`src/rtl/shift_arbiter.sv`:
```
// Round-robin arbiter in front of the shared 32-bit log shifter, with one registered result slot.
// Optional arithmetic right shift is enabled by defining SHIFT_ARBITER_SRA_EN.
module shift_arbiter #(
  parameter int unsigned RESET_PRIORITY = 0
) (
  input  logic        clock,
  input  logic        resetn,

  input  logic        req0_valid,
  output logic        req0_ready,
  input  logic [31:0] req0_data,
  input  logic [4:0]  req0_shamt,
  input  logic        req0_op,

  input  logic        req1_valid,
  output logic        req1_ready,
  input  logic [31:0] req1_data,
  input  logic [4:0]  req1_shamt,
  input  logic        req1_op,

  output logic        rsp_valid,
  input  logic        rsp_ready,
  output logic [31:0] rsp_data,
  output logic        rsp_id,

  output logic [15:0] acc0_cnt,
  output logic [15:0] acc1_cnt
);

  typedef enum logic [0:0] {StEmpty, StFull} state_e;

  state_e      state_q, state_d;
  logic        prio_q, prio_d;
  logic [31:0] rsp_data_q, rsp_data_d;
  logic        rsp_id_q, rsp_id_d;
  logic [15:0] acc0_cnt_q, acc0_cnt_d;
  logic [15:0] acc1_cnt_q, acc1_cnt_d;

  logic        can_accept;
  logic        grant;
  logic        accept;

  logic [31:0] sel_data;
  logic [4:0]  sel_shamt;
  logic        sel_op;
  logic [31:0] shift_in;
  logic [31:0] shift_out;
  logic        fill;
  logic [5:0][31:0] stage;

  // ---------------------------------------------------------------------------
  // Arbitration and handshakes
  // ---------------------------------------------------------------------------
  always_comb begin
    can_accept = (state_q == StEmpty) | rsp_ready;

    grant = prio_q;
    if (req0_valid && !req1_valid) begin
      grant = 1'b0;
    end else if (req1_valid && !req0_valid) begin
      grant = 1'b1;
    end

    // resetn gates the readies so nothing is accepted while reset is held
    accept     = (req0_valid | req1_valid) & can_accept & resetn;
    req0_ready = accept & ~grant & req0_valid;
    req1_ready = accept &  grant & req1_valid;
  end

  // ---------------------------------------------------------------------------
  // Shared shifter
  // ---------------------------------------------------------------------------
  always_comb begin
    sel_data  = grant ? req1_data  : req0_data;
    sel_shamt = grant ? req1_shamt : req0_shamt;
    sel_op    = grant ? req1_op    : req0_op;
  end

`ifdef SHIFT_ARBITER_SRA_EN
  function automatic logic [31:0] bit_reverse(input logic [31:0] x);
    logic [31:0] r;
    r = '0;
    for (int i = 0; i < 32; i++) begin
      r[i] = x[31 - i];
    end
    return r;
  endfunction

  // Right shift reuses the left shifter on the mirrored operand; fill carries the sign.
  always_comb begin
    fill     = sel_op & sel_data[31];
    shift_in = sel_op ? bit_reverse(sel_data) : sel_data;
  end
`else
  logic unused_op;

  always_comb begin
    unused_op = sel_op;
    fill      = 1'b0;
    shift_in  = sel_data;
  end
`endif

  always_comb begin
    stage[0] = shift_in;
    for (int k = 0; k < 5; k++) begin
      if (sel_shamt[k]) begin
        stage[k+1] = (stage[k] << (1 << k)) | ({32{fill}} & ~(32'hFFFF_FFFF << (1 << k)));
      end else begin
        stage[k+1] = stage[k];
      end
    end
  end

`ifdef SHIFT_ARBITER_SRA_EN
  always_comb begin
    shift_out = sel_op ? bit_reverse(stage[5]) : stage[5];
  end
`else
  always_comb begin
    shift_out = stage[5];
  end
`endif

  // ---------------------------------------------------------------------------
  // Slot FSM, priority and counters
  // ---------------------------------------------------------------------------
  always_comb begin
    state_d    = state_q;
    prio_d     = prio_q;
    rsp_data_d = rsp_data_q;
    rsp_id_d   = rsp_id_q;
    acc0_cnt_d = acc0_cnt_q;
    acc1_cnt_d = acc1_cnt_q;

    unique case (state_q)
      StEmpty: begin
        if (accept) state_d = StFull;
      end
      StFull: begin
        if (rsp_ready && !accept) state_d = StEmpty;
      end
      default: state_d = StEmpty;
    endcase

    if (accept) begin
      prio_d     = ~grant;
      rsp_data_d = shift_out;
      rsp_id_d   = grant;
    end

    if (req0_ready && req0_valid && (acc0_cnt_q != 16'hFFFF)) begin
      acc0_cnt_d = acc0_cnt_q + 16'd1;
    end
    if (req1_ready && req1_valid && (acc1_cnt_q != 16'hFFFF)) begin
      acc1_cnt_d = acc1_cnt_q + 16'd1;
    end
  end

  always_ff @(posedge clock or negedge resetn) begin
    if (!resetn) begin
      state_q    <= StEmpty;
      prio_q     <= 1'(RESET_PRIORITY);
      rsp_data_q <= '0;
      rsp_id_q   <= 1'b0;
      acc0_cnt_q <= '0;
      acc1_cnt_q <= '0;
    end else begin
      state_q    <= state_d;
      prio_q     <= prio_d;
      rsp_data_q <= rsp_data_d;
      rsp_id_q   <= rsp_id_d;
      acc0_cnt_q <= acc0_cnt_d;
      acc1_cnt_q <= acc1_cnt_d;
    end
  end

  assign rsp_valid = (state_q == StFull);
  assign rsp_data  = rsp_data_q;
  assign rsp_id    = rsp_id_q;
  assign acc0_cnt  = acc0_cnt_q;
  assign acc1_cnt  = acc1_cnt_q;

endmodule
```
`config.mk`:
```
export PLATFORM = sky130hd
export DESIGN_NAME = shift_arbiter
export DESIGN_NICKNAME = d
export VERILOG_FILES = /design/src/rtl/shift_arbiter.sv
export SDC_FILE = /design/constraint.sdc
export NUM_CORES = 1
export LEC_CHECK = 0
export CELL_PAD_IN_SITES_DETAIL_PLACEMENT = 1
export CELL_PAD_IN_SITES_GLOBAL_PLACEMENT = 2
export CORE_MARGIN = 8
export CORE_UTILIZATION = 28
export CTS_CLUSTER_DIAMETER = 80
export CTS_CLUSTER_SIZE = 25
export DETAILED_ROUTE_END_ITERATION = 8
export GPL_ROUTABILITY_DRIVEN = 0
export PLACE_DENSITY = 0.78
export SLEW_MARGIN = 5
export SYNTH_ARGS = -nofsm -noshare
export SYNTH_HDL_FRONTEND = slang
export SYNTH_SLANG_ARGS = --single-unit
```
`constraint.sdc`:
```
create_clock -name clock -period 3.5 [get_ports clock]
set_clock_uncertainty 0.1 [all_clocks]
set_input_delay 0.525 -clock clock [delete_from_list [all_inputs] [get_ports clock]]
set_output_delay 0.525 -clock clock [all_outputs]
set_load 0.02 [all_outputs]
```
==> metrics.cfg <==
[setup_path]
cp_num_buf_inv = 4
cp.required_ns = 3.64
crit_path_frequent_cell = mux2i_1
critical_path_class = primary input to flop
r2r_setup_slack_ns = 0.53
critical_path.endpoint_type = flop
r2r_end = rsp_data[26]$_DFFE_PN0P_
reg2reg_from = prio_q$_DFFE_PN0P_
max_stage_delay_ns = 0.53
worst_path_max_delay_cell = clkdlybuf4s50_1
crit_arrival_ns = 3.38
r2r_cells = 8
critPathTopFamily = multiplexers
critPathMaxFanout = 15
cp_cell_sequence = clkdlybuf4s50_1 -> inv_2 -> maj3_2 -> mux2i_2 -> buf_12 -> buf_4 -> mux2i_1 -> mux2i_1 -> mux2i_1 -> a22oi_1 -> o311ai_1
cp-start-kind = primary input

[yosys]
yosysUniqueCellTypes = 54
synth_edf_count = 0
ys_dominant_reg_cell = dfrtp_1
syn_nets = 566
synthCells = 483
async_flop_share_pct = 100
syn_avg_cell_area_um2 = 9.86
syn_area_um2 = 4760
synth_top_cell_by_area = dfrtp_1
yosys-top-cells-area = dfrtp_1, mux2i_1, nand2_1
ys_seq_area_share_pct = 35.2
yosysTopAreaCellShare_pct = 35.2
ys_warn_count = 0
ys_seq_elements = 67

[global_route]
globalRoute.totalOverflow = 0
grt_usage_pct = 16.4
antenna_found_initial = 0
grt_pass1_wl_mm = 28.0
grt_max_degree = 52
grt_pass1_vias = 4871

[worst_hold_path]
hold_class = primary input to async pin

[place]
hpwl_mm = 14.4
numPortBuffers = 146
post-place-cells = 858

[floorplan]
core-area_um2 = 16600
die_area_um2 = 21400
die_w_um = 146
start_util_pct = 28.7
num_rows = 47
die_h_um = 146
io_pins = 149

[sta]
finalHoldViolCount = 0
period_share_pct = 92.5
relSlewSlack_pct = 53.1
period_minus_slack_ns = 3.24
rsz0062_at_grt = false
finalHoldWorstSlack_ns = 0.0765
fmax_mhz = 309
slew_viol_final = 0
worstMarginPinSlew_ns = 0.696
setup_viol = 0

[finish]
layout_commonest_cell = clkdlybuf4s50_1
area_growth_syn_to_layout_pct = 45.7
mostFrequentLayoutCells = clkdlybuf4s50_1, mux2i_1, dfrtp_1
stdcell_count = 873
fill_cells = 1894
nets = 732
drive_above_1_share_pct = 12.4
diodes = 0

[route]
postRouteAntennaNets = 0
drc = 0
viasPerCell = 5.15
wl_per_cell_um = 20.4
finalWirelength_mm = 17.8
vias = 4493
drt-initial-drc-count = 221
dr.pass1.iters = 5

[clock_tree]
postCtsSetupRepairBufs = 0
clk_pin_slew_ns = 0.06
cts.sinks = 67
clock_latency_ns = 0.33
cts_max_path_buffers = 2
cts-hold-fix-buffers = 0
cts_tree = done
cts_resized = 0
root_buffer = clkbuf_16
htree_levels = 3
cts_made_buffers = 9

[run]
max_cap_violations = 0

[pwr]
vdd_ir_drop_max_uv = 407
p_total_mw = 3.90
power.leakage_nw = 3.07
power_density_nw_per_um2 = 563

[outcome]
outcome = finished, final reports clean

## where the power goes
group / switching (mW) / internal [mW]
clock network: 0.330 / 0.534
logic: 1.02 / 0.912
registers: 0.163 / 0.945
## synthesized netlist by cell type, types with 4 or more instances
library cell / number
and3_1: 10
o221ai_1: 7
a222oi_1: 5
buf_1: 4
nand3_1: 24
nand4_1: 6
o21ai_0: 16
mux2i_1: 96
xor2_1: 12
mux2_1: 5
or3_1: 4
nor2_1: 32
a22o_1: 5
nor3_1: 8
a21oi_1: 6
buf_4: 5
nand2_1: 61
a22oi_1: 8
dfrtp_1: 67
mux2i_2: 4
mux2_2: 13
buf_2: 8
clkbuf_1: 6
xnor2_1: 16
## stage by stage
step,area [um^2],util (%),setup TNS (ns),worst slack [ns]
5_1_grt,6940,41.8,0,0.183
6_report,6940,41.8,0,0.263
3_3_place_gp,6650,40.1,0,0.0335
4_1_cts,6940,41.8,0,0.305
2_1_floorplan,4760,-,0,0.667
3_5_place_dp,6650,40.1,-0.0677,-0.0360
## sequential cells by signal, indices dropped and copies added (netlist names)
name,flops
rsp_data,32
acc0_cnt,16
acc1_cnt,16
prio_q,1
rsp_id,1
rsp_valid,1
## worst max path at each step
stage	start	end	slack (ns)	cells past startpoint
floorplan	rsp_ready	acc0_cnt[11]$_DFFE_PN0P_	0.67	9
global placement	req0_valid	rsp_data[31]$_DFFE_PN0P_	0.03	10
detailed placement	req0_valid	rsp_data[26]$_DFFE_PN0P_	-0.04	10
CTS	req0_valid	rsp_data[26]$_DFFE_PN0P_	0.30	10
global route	req0_valid	rsp_data[31]$_DFFE_PN0P_	0.18	10
finish	req0_valid	rsp_data[29]$_DFFE_PN0P_	0.26	11
## cell type report
type | count | area, um^2 | share of cell area [%]
inverters | 4 | 15.0 | 0.216
well taps | 220 | 275 | 3.97
repair buffers | 183 | 1780 | 25.7
clock inverters | 1 | 7.51 | 0.108
flip-flops and latches | 67 | 1680 | 24.2
clock buffers | 14 | 274 | 3.95
multi-input cells | 384 | 2900 | 41.9
## metal layers
layer | up-vias | track usage [%] | share of wire (%)
met2 | 110 | 29.1 | 51
met4 | 0 | 3.55 | 1.3
li1 | 2124 | - | -
met5 | - | 0 | 0
met1 | 2243 | 19.7 | 43
met3 | 16 | 3.74 | 4.8
## kinds of logic after synthesis
family / after synthesis / synth area share [%]
flops: 67 / 35.2
compound gates: 76 / 12.4
simple gates: 153 / 14.5
mux: 124 / 28.0
buf+inv: 32 / 4.07
xor+xnor: 28 / 5.15
fa+ha+maj: 3 / 0.762
(Power assumes the default switching activity.)
